### src/rtl/game_pkg.sv
// Shared game constants, colour codes and the frame snapshot bundle.
// Used by every block that reads or draws the game state.
package game_pkg;

    localparam int DEF_SCREEN_W  = 160;
    localparam int DEF_SCREEN_H  = 120;
    localparam int DEF_BIRD_X    = 20;
    localparam int DEF_BIRD_SIZE = 4;
    localparam int DEF_PILLAR_W  = 10;
    localparam int DEF_GAP_H     = 30;
    localparam int N_PILLARS     = 3;

    localparam logic [2:0] C_BIRD    = 3'b110;
    localparam logic [2:0] C_PILLAR  = 3'b010;
    localparam logic [2:0] C_BG      = 3'b011;
    localparam logic [2:0] C_BG_OVER = 3'b100;

    typedef struct packed {
        logic                          game_over;
        logic [9:0]                    bird_y;
        logic [N_PILLARS-1:0][9:0]     pillar_x;
        logic [N_PILLARS-1:0][9:0]     pillar_y;
    } snap_t;

    typedef enum logic [1:0] {
        IDLE,
        SCAN,
        FINISH
    } state_t;

endpackage

### src/rtl/pixel_colour.sv
// Combinational classification of one screen pixel against the
// frame snapshot: bird over pillar over background.
module pixel_colour
    import game_pkg::*;
#(
    parameter int BIRD_X    = DEF_BIRD_X,
    parameter int BIRD_SIZE = DEF_BIRD_SIZE,
    parameter int PILLAR_W  = DEF_PILLAR_W,
    parameter int GAP_H     = DEF_GAP_H
) (
    input  logic [7:0] x,
    input  logic [6:0] y,
    input  snap_t      snap,
    output logic [2:0] colour
);

    localparam logic [10:0] BX = 11'(BIRD_X);
    localparam logic [10:0] BS = 11'(BIRD_SIZE);
    localparam logic [10:0] PW = 11'(PILLAR_W);
    localparam logic [10:0] GH = 11'(GAP_H);

    logic [10:0] x11;
    logic [10:0] y11;
    logic [10:0] by11;
    logic [10:0] px_lo;
    logic [10:0] gy_lo;
    logic        bird_hit;
    logic        pillar_hit;

    // 11-bit sums keep objects near the right/bottom edge from wrapping
    assign x11  = {3'b000, x};
    assign y11  = {4'b0000, y};
    assign by11 = {1'b0, snap.bird_y};

    assign bird_hit = (x11 >= BX) && (x11 < BX + BS)
                   && (y11 >= by11) && (y11 < by11 + BS);

    always_comb begin
        pillar_hit = 1'b0;
        px_lo      = '0;
        gy_lo      = '0;
        for (int i = 0; i < N_PILLARS; i++) begin
            px_lo = {1'b0, snap.pillar_x[i]};
            gy_lo = {1'b0, snap.pillar_y[i]};
            if ((x11 >= px_lo) && (x11 < px_lo + PW)
                && !((y11 >= gy_lo) && (y11 < gy_lo + GH)))
                pillar_hit = 1'b1;
        end
    end

    always_comb begin
        if (bird_hit)
            colour = C_BIRD;
        else if (pillar_hit)
            colour = C_PILLAR;
        else if (snap.game_over)
            colour = C_BG_OVER;
        else
            colour = C_BG;
    end

endmodule

### src/rtl/frame_renderer.sv
// Raster-scans one full frame per start request, drawing a frozen
// snapshot of the game state into the VGA adapter one pixel a cycle.
module frame_renderer
    import game_pkg::*;
#(
    parameter int SCREEN_W  = DEF_SCREEN_W,
    parameter int SCREEN_H  = DEF_SCREEN_H,
    parameter int BIRD_X    = DEF_BIRD_X,
    parameter int BIRD_SIZE = DEF_BIRD_SIZE,
    parameter int PILLAR_W  = DEF_PILLAR_W,
    parameter int GAP_H     = DEF_GAP_H
) (
    input  logic       clk,
    input  logic       clr,
    input  logic       start,
    input  logic       game_over,
    input  logic [9:0] bird_y,
    input  logic [9:0] pillar1_x,
    input  logic [9:0] pillar2_x,
    input  logic [9:0] pillar3_x,
    input  logic [9:0] pillar1_y,
    input  logic [9:0] pillar2_y,
    input  logic [9:0] pillar3_y,
    output logic [7:0] vga_x,
    output logic [6:0] vga_y,
    output logic [2:0] colour,
    output logic       plot,
    output logic       busy,
    output logic       done
);

    localparam logic [7:0] X_MAX = 8'(SCREEN_W - 1);
    localparam logic [6:0] Y_MAX = 7'(SCREEN_H - 1);

    state_t     state, state_d;
    logic [7:0] cx, cx_d;
    logic [6:0] cy, cy_d;
    snap_t      snap, snap_d, snap_in;
    logic [7:0] vx_d;
    logic [6:0] vy_d;
    logic [2:0] col_d, pix_col;
    logic       plot_d, busy_d, done_d;
    logic       last_px;

    assign snap_in = {game_over, bird_y,
                      pillar3_x, pillar2_x, pillar1_x,
                      pillar3_y, pillar2_y, pillar1_y};

    assign last_px = (cx == X_MAX) && (cy == Y_MAX);

    pixel_colour #(
        .BIRD_X    (BIRD_X),
        .BIRD_SIZE (BIRD_SIZE),
        .PILLAR_W  (PILLAR_W),
        .GAP_H     (GAP_H)
    ) u_pix (
        .x      (cx),
        .y      (cy),
        .snap   (snap),
        .colour (pix_col)
    );

    always_ff @(posedge clk or posedge clr) begin
        if (clr)
            state <= IDLE;
        else
            state <= state_d;
    end

    // done lands one edge after the last pixel, while FINISH drains
    always_comb begin
        state_d = state;
        cx_d    = cx;
        cy_d    = cy;
        snap_d  = snap;
        vx_d    = vga_x;
        vy_d    = vga_y;
        col_d   = colour;
        plot_d  = 1'b0;
        busy_d  = busy;
        done_d  = 1'b0;
        unique case (state)
            IDLE: begin
                if (start) begin
                    snap_d  = snap_in;
                    busy_d  = 1'b1;
                    cx_d    = '0;
                    cy_d    = '0;
                    state_d = SCAN;
                end
            end
            SCAN: begin
                plot_d = 1'b1;
                vx_d   = cx;
                vy_d   = cy;
                col_d  = pix_col;
                if (last_px) begin
                    cx_d    = '0;
                    cy_d    = '0;
                    state_d = FINISH;
                end else if (cx == X_MAX) begin
                    cx_d = '0;
                    cy_d = cy + 7'd1;
                end else begin
                    cx_d = cx + 8'd1;
                end
            end
            FINISH: begin
                done_d  = 1'b1;
                busy_d  = 1'b0;
                state_d = IDLE;
            end
            default: state_d = IDLE;
        endcase
    end

    always_ff @(posedge clk or posedge clr) begin
        if (clr) begin
            cx     <= '0;
            cy     <= '0;
            snap   <= '0;
            vga_x  <= '0;
            vga_y  <= '0;
            colour <= '0;
            plot   <= 1'b0;
            busy   <= 1'b0;
            done   <= 1'b0;
        end else begin
            cx     <= cx_d;
            cy     <= cy_d;
            snap   <= snap_d;
            vga_x  <= vx_d;
            vga_y  <= vy_d;
            colour <= col_d;
            plot   <= plot_d;
            busy   <= busy_d;
            done   <= done_d;
        end
    end

endmodule

### config.mk
export PLATFORM = sky130hd
export DESIGN_NAME = frame_renderer
export DESIGN_NICKNAME = d
export VERILOG_FILES = /design/src/rtl/game_pkg.sv /design/src/rtl/pixel_colour.sv /design/src/rtl/frame_renderer.sv
export SDC_FILE = /design/constraint.sdc
export NUM_CORES = 1
export LEC_CHECK = 0
export BUFFER_PORTS_ARGS = -buffer_cell sky130_fd_sc_hd__buf_2
export CAP_MARGIN = 20
export CELL_PAD_IN_SITES_DETAIL_PLACEMENT = 1
export CELL_PAD_IN_SITES_GLOBAL_PLACEMENT = 1
export CORE_MARGIN = 2
export CORE_UTILIZATION = 40
export DETAILED_ROUTE_END_ITERATION = 6
export HOLD_SLACK_MARGIN = 0.1
export PLACE_DENSITY = 0.78
export SLEW_MARGIN = 10
export SYNTH_ARGS = -nofsm -noshare
export SYNTH_HDL_FRONTEND = slang
export SYNTH_SLANG_ARGS = --single-unit
### constraint.sdc
create_clock -name clk -period 4.4 [get_ports clk]
set_input_delay 1.1 -clock clk [delete_from_list [all_inputs] [get_ports clk]]
set_output_delay 1.1 -clock clk [all_outputs]
set_load 0.01 [all_outputs]
==> results of run 1 <==
## kinds of logic (layout without fill, tap and decap cells)
family	count (synthesis)	in the layout	synth area share [%]
buffers and inverters	81	176	4.38
xor gates and xnor gates	33	33	4.16
AOI/OAI and AO/OA	171	171	15.2
muxes	2	2	0.306
and+or+nand+nor	281	281	17.6
adders and majority gates	106	106	19.1
DFF	109	109	39.3
## power by group through the flow
stage               clock [W]  sequential (W)  combinational [W]
finish               0.000870         0.00107           0.000318
global route         0.000923         0.00108           0.000367
CTS                  0.000892         0.00107           0.000323
detailed placement          0         0.00109           0.000317
global placement            0         0.00109           0.000301
floorplan                   0         0.00108           0.000215
## layer usage
metal	vias up	routed length (um)	part of all wire [%]
met3	28	517	2.8
li1	2880	-	-
met2	93	9200	49
met1	2795	8470	46
met4	0	415	2.2
met5	-	0	0
## cells in the final DEF, fill, tap and decap left out, types with 6 or more instances in the layout
master / count
xor2_1: 6
ha_1: 106
nand3_1: 10
xnor2_1: 27
nand4_1: 7
nand2_1: 184
nand2b_1: 6
a211oi_1: 8
and3_1: 8
dfrtp_1: 109
clkbuf_16: 9
o21ai_0: 84
buf_2: 94
nor2_1: 30
a21o_1: 14
nor3_1: 11
inv_1: 59
a31oi_1: 6
a21oi_1: 17
nor2b_1: 6
## critical path: cells and delay by family, from the launching register on
| kind | cells | cell delay (ps) |
|---|---|---|
| AO/OA/AOI/OAI | 7 | 1900 |
| adder cells (fa/ha/maj) | 2 | 530 |
| XOR/XNOR | 1 | 160 |
| flip-flops | 1 | 430 |
## worst min path at each step
stage / to / slack [ps] / cells after the start / from
after floorplan: snap[68] / 440 / 2 / snap[68]
after global placement: snap[59] / 460 / 2 / snap[59]
after detailed placement: snap[38] / 460 / 2 / snap[38]
after CTS: snap[38] / 480 / 2 / snap[38]
after global routing: snap[38] / 500 / 2 / snap[38]
final: snap[38] / 470 / 2 / snap[38]
## state kept, by name, summed over array words and instances (netlist names)
register	count
busy	1
colour	3
cx	8
cy	7
done	1
plot	1
snap	71
state	2
vga_x	8
vga_y	7
## metrics by stage
stage	setup WS [ps]	cell area, sq um
floorplan	426	6940
global placement	1450	7680
detailed placement	1310	7680
CTS	1290	7990
global route	1050	7990
finish	1270	7990
## layout make-up
type | instances | area, sq um
inverters | 60 | 228
flip-flops and latches | 109 | 2730
clock inverters | 6 | 68.8
repair buffers | 100 | 528
clock buffers | 10 | 239
multi-input cells | 593 | 3920
fillers | 2065 | 9130
well taps | 225 | 282
==> metrics.md, run 1 <==
| Metric | Value |
|---|---|
| Status | `completed` |
| Unrepaired setup endpoints after global routing | `no` |
| Setup Viol. Count Final | `0` |
| CP startpoint | `snap[51]` |
| Synth cell count leaders | `184 x nand2_1, 109 x dfrtp_1, 106 x ha_1` |
| Finished Layout Cells | `~1100` |
| DRT Pass-1 Iters | `4` |
| Setup TNS | `0 ps` |
| Fin. Hold Viols | `0` |
| CP Data Required Time | `roughly 4700 ps` |
| Crit-path max FO | `4` |
| GR Util met3 | `3.40%` |
| CP max stage cell | `a2111oi_0` |
| RePlAce Congestion | `about 0.8` |
| Crit Reg-Reg Endpoint | `colour[0]` |
| Leakage power | `4.04 nW` |
| Final Total Pwr | `0.00226 W` |
| FMAX | `320 MHz` |
| Root Buffer | `clkbuf_16` |
| Unique cell type count in the Yosys netlist | `between 50 and 60` |
| Syn nets | `between 900 and 1000` |
| Share of layout cells above drive strength 1 | `about 14%` |
| Pint | `0.00165 W` |
| Max Slew Vio Count | `0` |
| Top-Level Pins | `95` |
| Clk network pwr share | `between 30% and 40%` |
| Ys async rst share | `100%` |
| Worst setup path endpoint | `colour[0]` |
| WP data arrival | `roughly 3400 ps` |
| Sw Pwr | `0.000611 W` |
| Placed cell count | `1087` |
| Measured slew at the worst slew-check pin | `839 ps` |
| Aggregate routed wire length | `18600 um` |
| Worst VDD drop | `197 uV` |
| Met2 usage in global routing | `37.9%` |
| Worst Clk Skew | `10.6 ps` |
| First-pass GRT wire length | `30700 um` |
| Critical Path Sink Type | `flip-flop` |
| CTS tree | `built` |
| Synth top area share | `39.3%` |
| Num CTS Buffers | `9` |
| Maximum clock insertion buffer count | `2` |
| H-tree depth | `3` |
| Mapped Cells | `approximately 780` |
| M1 GR Usage | `26.5%` |
| DP Wirelength | `13300 um` |
| Slowest Stage Delay on Critical Path | `560 ps` |
| Row cnt | `48` |
| Vias in the first global route | `6233` |
| Overflow after GRT | `0` |
| Number of synthesized flops with an enable pin | `0` |
| Most used cell, CP | `ha_1` |
| Clk Latency, worst-skew pair | `370 ps` |
| Mean post-synth cell area | `roughly 8.9 sq um` |
| Crit share post-route | `71.1%` |
| Min Hold Slack | `474 ps` |
| Starting Density | `40.6%` |
| Drt drc | `0` |
| Antenna cells | `0` |
| PwrDens | `~280 nW/um^2` |
| Port bufs | `94` |
| YS warnings | `0` |
| Count leader, synth | `nand2_1` |
| Core Area | `between 15000 and 20000 sq um` |
| Reg-to-reg critical path startpoint | `snap[51]` |
| Setup repair bufs after CTS | `0` |
| Largest net degree at the start of global routing | `63` |
| Global route hottest layer | `met2` |
| Combinational power share | `14.1%` |
| Worst path cell trace | `ha_1, o21ai_0, xnor2_1, ha_1, a21o_1, a221oi_1, a21oi_1, a2111oi_0, a22oi_1, a32o_1` |
| Max Cap Viol | `0` |
| Post-DR wirelength/cell | `approximately 17 um` |
| WS Path Type | `reg2reg` |
| Relative slew slack | `a little over two fifths` |
| CTS resizes | `0` |
| Reg2Reg Depth | `10` |
| Finished Core Util | `46.7%` |
| GRT Util Overall | `a little over a fifth` |
| Flop pwr share | `47.5%` |
| Area grow syn2layout | `15.1%` |
| Die W | `approximately 140 um` |
| Kind of start point of the critical path | `flip-flop` |
| Predominant post-synthesis flop cell | `dfrtp_1` |
| Post-synthesis sequential area ratio | `about two fifths` |
| Nets | `1053` |
| Area contributors post-synth | `dfrtp_1 39%, ha_1 19%, nand2_1 9.9%` |
| Drt initial violations | `around 230` |
| CTS Sinks | `109` |
| Hold Buf Count CTS | `0` |
| CTS clock-pin slew for the worst setup and hold paths | `~80 ps` |
| Cell taking the most area after synthesis | `dfrtp_1` |
| Sw frac | `a little over a quarter` |
| Synth Register Bits | `about 110` |
| Post-Syn Area | `6940 sq um` |
| DRT antenna net count | `0` |
| Hold Crit Class | `reg2reg` |
| Minimum clock period | `approximately 3100 ps` |
| R2R Setup Slk | `1270 ps` |
| Chip Height | `136 um` |
| Routed vias/inst | `5.25` |
| Full die area | `18400 sq um` |
| Via count | `5796` |
| Initial antenna violation count | `0` |
Note: power is estimated with default switching activity, not from simulation.
==> inputs of run 2 (changes only) <==
==> constraint.sdc (replaced) <==
create_clock -name clk -period 3.2 [get_ports clk]
set_input_delay 0.8 -clock clk [delete_from_list [all_inputs] [get_ports clk]]
set_output_delay 0.8 -clock clk [all_outputs]
set_load 0.01 [all_outputs]
==> metrics.md, run 2 (synthesis results as in run 1) <==
| Metric | Value |
|---|---|
| Most frequent cells in the layout | `184 x nand2_1, 109 x dfrtp_1, 106 x ha_1, 94 x buf_2, 84 x o21ai_0` |
| Vias in the first global route | `6170 (-1.0%)` |
| Top-Level Pins | `95 (unchanged)` |
| Hold Crit Class | `reg2reg` |
| Maximum clock insertion buffer count | `2 (unchanged)` |
| PwrDens | `383 nW/um^2 (+35%)` |
| Via count | `5919 (+2.1%)` |
| Initial antenna violation count | `0 (unchanged)` |
| Status | `completed` |
| Clk Latency, worst-skew pair | `360 ps (about the same)` |
| CP max stage cell | `dfrtp_1` |
| Hold path start | `vga_x[5]` |
| H-tree depth | `3 (unchanged)` |
| Max Cap Viol | `0 (unchanged)` |
| Aggregate routed wire length | `18500 um (-0.53%)` |
| Chip Height | `136 um (unchanged)` |
| Setup repair bufs after CTS | `0 (unchanged)` |
| Num CTS Buffers | `9 (unchanged)` |
| Multi-input gate area | `3920 sq um (unchanged)` |
| Finished Layout Cells | `1114 (+1.0%)` |
| Starting Density | `40.6% (unchanged)` |
| DRT antenna net count | `0 (unchanged)` |
| Setup TNS | `0 ps (unchanged)` |
| Sw frac | `27.1% (+0.13 points)` |
| Largest net degree at the start of global routing | `110 (+75%)` |
| Post-DR wirelength/cell | `16.6 um (-1.5%)` |
| Worst path cell trace | `ha_1, o21ai_0, xnor2_1, ha_1, a21o_1, a221oi_1, a21oi_1, a2111oi_0, buf_4, a22oi_1, a32o_1` |
| CP startpoint | `snap[51]` |
| GRT Util Overall | `21.1% (-0.28 points)` |
| Share of layout cells above drive strength 1 | `15.3% (+1.1 points)` |
| Slowest Stage Delay on Critical Path | `430 ps (-130 ps)` |
| Pint | `0.00225 W (+37%)` |
| Core Area | `17100 sq um (unchanged)` |
| Routed vias/inst | `5.31 (+1.1%)` |
| Row cnt | `48 (unchanged)` |
| Reg-to-reg critical path startpoint | `snap[51]` |
| Full die area | `18400 sq um (unchanged)` |
| Fin. Hold Viols | `0 (unchanged)` |
| Setup Viol. Count Final | `0 (unchanged)` |
| WS Path Type | `reg2reg` |
| Largest register FFs | `71 (unchanged)` |
| Measured slew at the worst slew-check pin | `654 ps (-186 ps)` |
| Register area | `2730 sq um (unchanged)` |
| Crit share post-route | `91.0% (+20 points)` |
| Top delay family on crit path | `compound AO/OA/AOI/OAI gates` |
| FMAX | `343 MHz (+7.4%)` |
| DP Wirelength | `13800 um (+3.0%)` |
| CTS resizes | `0 (unchanged)` |
| Area grow syn2layout | `16.5%` |
| Nets | `1064 (+1.0%)` |
| Drt initial violations | `219 (-6.0%)` |
| Root Buffer | `clkbuf_16` |
| Hold Buf Count CTS | `0 (unchanged)` |
| DRT Pass-1 Iters | `4 (unchanged)` |
| Leakage power | `4.08 nW (+1.1%)` |
| Sw Pwr | `0.000840 W (+37%)` |
| Flop pwr share | `47.8% (+0.3 points)` |
| Worst Clk Skew | `14.6 ps (+4.04 ps)` |
| Clk network pwr share | `38.2% (-0.3 points)` |
| Reg with most FFs | `snap` |
| Placed cell count | `1098 (+1.0%)` |
| Combinational power share | `14.0% (about the same)` |
| Bufs and invs on worst path | `1 (+1)` |
| Port bufs | `94 (unchanged)` |
| CTS tree | `built` |
| Crit-path max FO | `4 (unchanged)` |
| Largest regs | `snap (71), cx (8), vga_x (8)` |
| CTS Sinks | `109 (unchanged)` |
| First-pass GRT wire length | `30700 um (-0.18%)` |
| CP Data Required Time | `3450 ps (-1210 ps)` |
| CTS clock-pin slew for the worst setup and hold paths | `80 ps (about the same)` |
| Commonest non-fill, non-tap cell in the layout | `nand2_1` |
| Minimum clock period | `2910 ps (-216 ps)` |
| RePlAce Congestion | `0.885 (+8.1%)` |
| Max Slew Vio Count | `0 (unchanged)` |
| Drt drc | `0 (unchanged)` |
| Overflow after GRT | `0 (unchanged)` |
| Most used cell, CP | `ha_1` |
| Relative slew slack | `56.4% (+12 points)` |
| WP data arrival | `3170 ps (-210 ps)` |
| Antenna cells | `0 (unchanged)` |
| Critical Path Sink Type | `flip-flop` |
| Fill count | `2080 (+0.73%)` |
| Unrepaired setup endpoints after global routing | `no` |
| Die W | `136 um (unchanged)` |
| Worst VDD drop | `266 uV (+35%)` |
| Kind of start point of the critical path | `flip-flop` |
run 2: worst min-delay path: cells and delay by family (launching register included):
family,cells,cell delay [ps]
and+or+nand+nor,2,100
DFF,1,340
run 2: final timing paths:
kind,to,slack [ps],cells past startpoint
setup / recovery,colour[0],290,11
hold / removal,vga_x[5],470,2
setup reg to reg,colour[0],290,11
hold reg to reg,vga_x[5],470,2
max in group asynchronous,snap[59],2100,3
min in group asynchronous,snap[64],550,3
run 2: power by group through the flow:
stage / clock network [W] / registers [W] / logic (W)
finish: 0.00118 / 0.00148 / 0.000434
global route: 0.00125 / 0.00148 / 0.000505
CTS: 0.00120 / 0.00148 / 0.000442
detailed placement: 0 / 0.00150 / 0.000436
global placement: 0 / 0.00150 / 0.000416
floorplan: 0 / 0.00149 / 0.000297
run 2: cell type report:
| class | count | area share [%] |
|---|---|---|
| inverter | 60 | 2.83 |
| multi-input combinational | 593 | 48.4 |
| clock buffer | 9 | 2.79 |
| clock inverter | 7 | 1.02 |
| tap | 225 | 3.48 |
| timing repair buffer | 111 | 7.71 |
| sequential | 109 | 33.7 |
run 2: layer usage:
metal / global-route usage [%] / share of wire (%)
met1: 27.6 / 46
met2: 36.5 / 49
met3: 2.32 / 3.1
met4: 6.94 / 2.1
met5: 0 / 0
run 2: per-stage QoR:
step | setup WS (ps) | area (sq um) | total power [W] | util (%) | hold slack [ps]
final | 288 | 8090 | 0.00309 | 47.2 | 471
after global routing | 95.8 | 8090 | 0.00324 | 47.2 | 498
after CTS | 256 | 8090 | 0.00312 | 47.2 | 478
after detailed placement | 298 | 7780 | 0.00194 | 45.4 | 459
after global placement | 380 | 7780 | 0.00192 | 45.4 | 457
after floorplan | 537 | 6950 | 0.00179 | - | 438
==> inputs of run 3 (changes only) <==
--- a/config.mk
+++ b/config.mk
@@ -10,10 +10,11 @@
 export CELL_PAD_IN_SITES_DETAIL_PLACEMENT = 1
 export CELL_PAD_IN_SITES_GLOBAL_PLACEMENT = 1
 export CORE_MARGIN = 2
-export CORE_UTILIZATION = 40
+export CORE_UTILIZATION = 44
 export DETAILED_ROUTE_END_ITERATION = 6
+export GPL_TIMING_DRIVEN = 0
 export HOLD_SLACK_MARGIN = 0.1
-export PLACE_DENSITY = 0.78
+export PLACE_DENSITY_LB_ADDON = 0.1
 export SLEW_MARGIN = 10
 export SYNTH_ARGS = -nofsm -noshare
 export SYNTH_HDL_FRONTEND = slang
==> metrics.md, run 3 (synthesis results as in run 1) <==
| Metric | Value |
|---|---|
| Most frequent cells in the layout | `184 x nand2_1, 109 x dfrtp_1, 106 x ha_1, 94 x buf_2, 83 x o21ai_0` |
| Port bufs | `94 (unchanged)` |
| Final Cell Area | `8060 sq um (-0.34%)` |
| Chip Height | `130 um (-4.5%)` |
| DP Area | `7740 sq um (-0.42%)` |
| Nets | `1072 (+0.75%)` |
| Maximum clock insertion buffer count | `2 (unchanged)` |
| First-pass GRT wire length | `33300 um (+8.5%)` |
| DP Worst Slack | `61.7 ps (-236 ps)` |
| Critical Path Sink Type | `flip-flop` |
| Bufs and invs on worst path | `1 (unchanged)` |
| Worst path cell trace | `ha_1, o21ai_1, xnor2_1, ha_1, a21o_1, a221oi_1, a21oi_1, a2111oi_1, clkbuf_2, a22oi_1, a32o_1` |
| Fin. Hold Viols | `0 (unchanged)` |
| Via count | `6004 (+1.4%)` |
| Share of layout cells above drive strength 1 | `13.6% (-1.7 points)` |
| Overflow after GRT | `0 (unchanged)` |
| Reg-to-reg critical path startpoint | `snap[51]` |
| Placed cell count | `1092 (-0.55%)` |
| Hold Crit Class | `in2async` |
| Die W | `130 um (-4.5%)` |
| Setup Viol. Count Final | `0 (unchanged)` |
| Clk Latency, worst-skew pair | `360 ps (about the same)` |
| GR Util met3 | `2.77% (+0.45 points)` |
| Global route hottest layer | `met2` |
| Measured slew at the worst slew-check pin | `679 ps (+25.0 ps)` |
| Largest net degree at the start of global routing | `38 (-65%)` |
| Relative slew slack | `54.7% (-1.7 points)` |
| GRT Util Overall | `25.6% (+4.5 points)` |
| Crit-path max FO | `4 (unchanged)` |
| Reg with most FFs | `snap` |
| Final Total Pwr | `0.00310 W (+0.16%)` |
| Root Buffer | `clkbuf_16` |
| Commonest non-fill, non-tap cell in the layout | `nand2_1` |
| H-tree depth | `3 (unchanged)` |
| Final worst slack | `215 ps (-72.9 ps)` |
| CP max stage cell | `dfrtp_1` |
| FMAX | `335 MHz (-2.4%)` |
| Unrepaired setup endpoints after global routing | `no` |
| Leakage power | `4.05 nW (-0.80%)` |
| Core Area | `15300 sq um (-11%)` |
| Largest regs | `snap (71), cx (8), vga_x (8)` |
| Top-Level Pins | `95 (unchanged)` |
| Worst VDD drop | `297 uV (+12%)` |
| DRT antenna net count | `0 (unchanged)` |
| Reg2Reg Depth | `11 (unchanged)` |
| Aggregate routed wire length | `20100 um (+8.9%)` |
| Initial antenna violation count | `0 (unchanged)` |
| DRT Pass-1 Iters | `4 (unchanged)` |
| CTS Sinks | `109 (unchanged)` |
| Finished Layout Cells | `1108 (-0.54%)` |
| Crit share post-route | `93.3% (+2.3 points)` |
| Met2 usage in global routing | `44.4% (+7.9 points)` |
| Max Slew Vio Count | `0 (unchanged)` |
| Num CTS Buffers | `9 (unchanged)` |
| Largest register FFs | `71 (unchanged)` |
| Top delay family on crit path | `compound AO/OA/AOI/OAI gates` |
| Kind of start point of the critical path | `flip-flop` |
| Vias in the first global route | `6500 (+5.3%)` |
| Full die area | `16800 sq um (-8.8%)` |
| Antenna cells | `0 (unchanged)` |
| M1 GR Usage | `33.7% (+6.2 points)` |
| Starting Density | `45.3% (+4.8 points)` |
| CTS clock-pin slew for the worst setup and hold paths | `70 ps (about the same)` |
| Routed vias/inst | `5.42 (+2.0%)` |
| Drt initial violations | `261 (+19%)` |
| CP Data Required Time | `3450 ps (about the same)` |
| Setup TNS | `0 ps (unchanged)` |
| Status | `completed` |
| Most used cell, CP | `ha_1` |
| R2R Setup Slk | `220 ps (-70 ps)` |
| Area grow syn2layout | `16.1%` |
| PwrDens | `384 nW/um^2 (+0.51%)` |
| CTS tree | `built` |
| Row cnt | `45 (-6.3%)` |
| Drt drc | `0 (unchanged)` |
| Worst Clk Skew | `4.67 ps (-9.96 ps)` |
| Minimum clock period | `2980 ps (+72.9 ps)` |
| Max Cap Viol | `0 (unchanged)` |
| DP Wirelength | `15400 um (+12%)` |
| Slowest Stage Delay on Critical Path | `430 ps (about the same)` |
| Post-DR wirelength/cell | `18.2 um (+9.5%)` |
| WS Path Type | `reg2reg` |
| WP data arrival | `3230 ps (+60 ps)` |
| RePlAce Congestion | `0.873 (-1.3%)` |
| Crit Reg-Reg Endpoint | `colour[0]` |
## run 3: cell types whose count changed in the layout (fill, tap and decap cells not counted), sizes merged
cell    previous run  this run
inv               61        60
clkbuf             9        29
buf              111       100
## run 3: worst max-delay path by stage
stage	startpoint	end	slack (ps)	cells after the start
floorplan	snap[41]	colour[0]	540	10
global placement	snap[51]	colour[0]	-370	10
detailed placement	snap[51]	colour[0]	60	11
CTS	snap[51]	colour[0]	50	11
global route	snap[51]	colour[0]	40	11
finish	snap[51]	colour[0]	220	11
## run 3: report_power, final
group          switching (W)  leakage (nW)  internal, W
clock               0.000539         0.145     0.000634
sequential         0.0000439          1.28      0.00143
combinational       0.000240          2.62     0.000208
## run 3: what timing repair did
item,in CTS,in global routing
resized for setup,0,3
buffers inserted,0,0
endpoints found under the hold margin,0,0
hold buffers,0,0
setup endpoints to repair,0,3
## run 3: area by class of cell
type                    count  area (sq um)
plain buffers              21          78.8
clock buffers              10           239
clock inverters             6          71.3
fillers                  1903          7260
inverters                  60           229
multi-input cells         593          3910
flip-flops and latches    109          2730
well taps                 211           264
repair buffers             98           536
## run 3: metrics by stage
stage | utilization [%] | hold WS [ps]
6_report | 52.6 | 386
5_1_grt | 52.6 | 406
4_1_cts | 52.6 | 390
3_5_place_dp | 50.6 | 460
3_3_place_gp | 50.2 | 453
2_1_floorplan | - | 438
## run 3: per-layer routing
layer | vias to the layer above | routed length [um]
li1 | 2915 | -
met1 | 2953 | 9090
met2 | 114 | 9910
met3 | 22 | 800
met4 | 0 | 343
met5 | - | 0
## run 3: worst register-to-register path: stages, from the launching register on
cell       delay, ps
dfrtp_1          430
ha_1             260
o21ai_1          170
xnor2_1          140
ha_1             260
a21o_1           180
a221oi_1         330
a21oi_1          140
a2111oi_1        290
clkbuf_2         230
a22oi_1          170
a32o_1           280
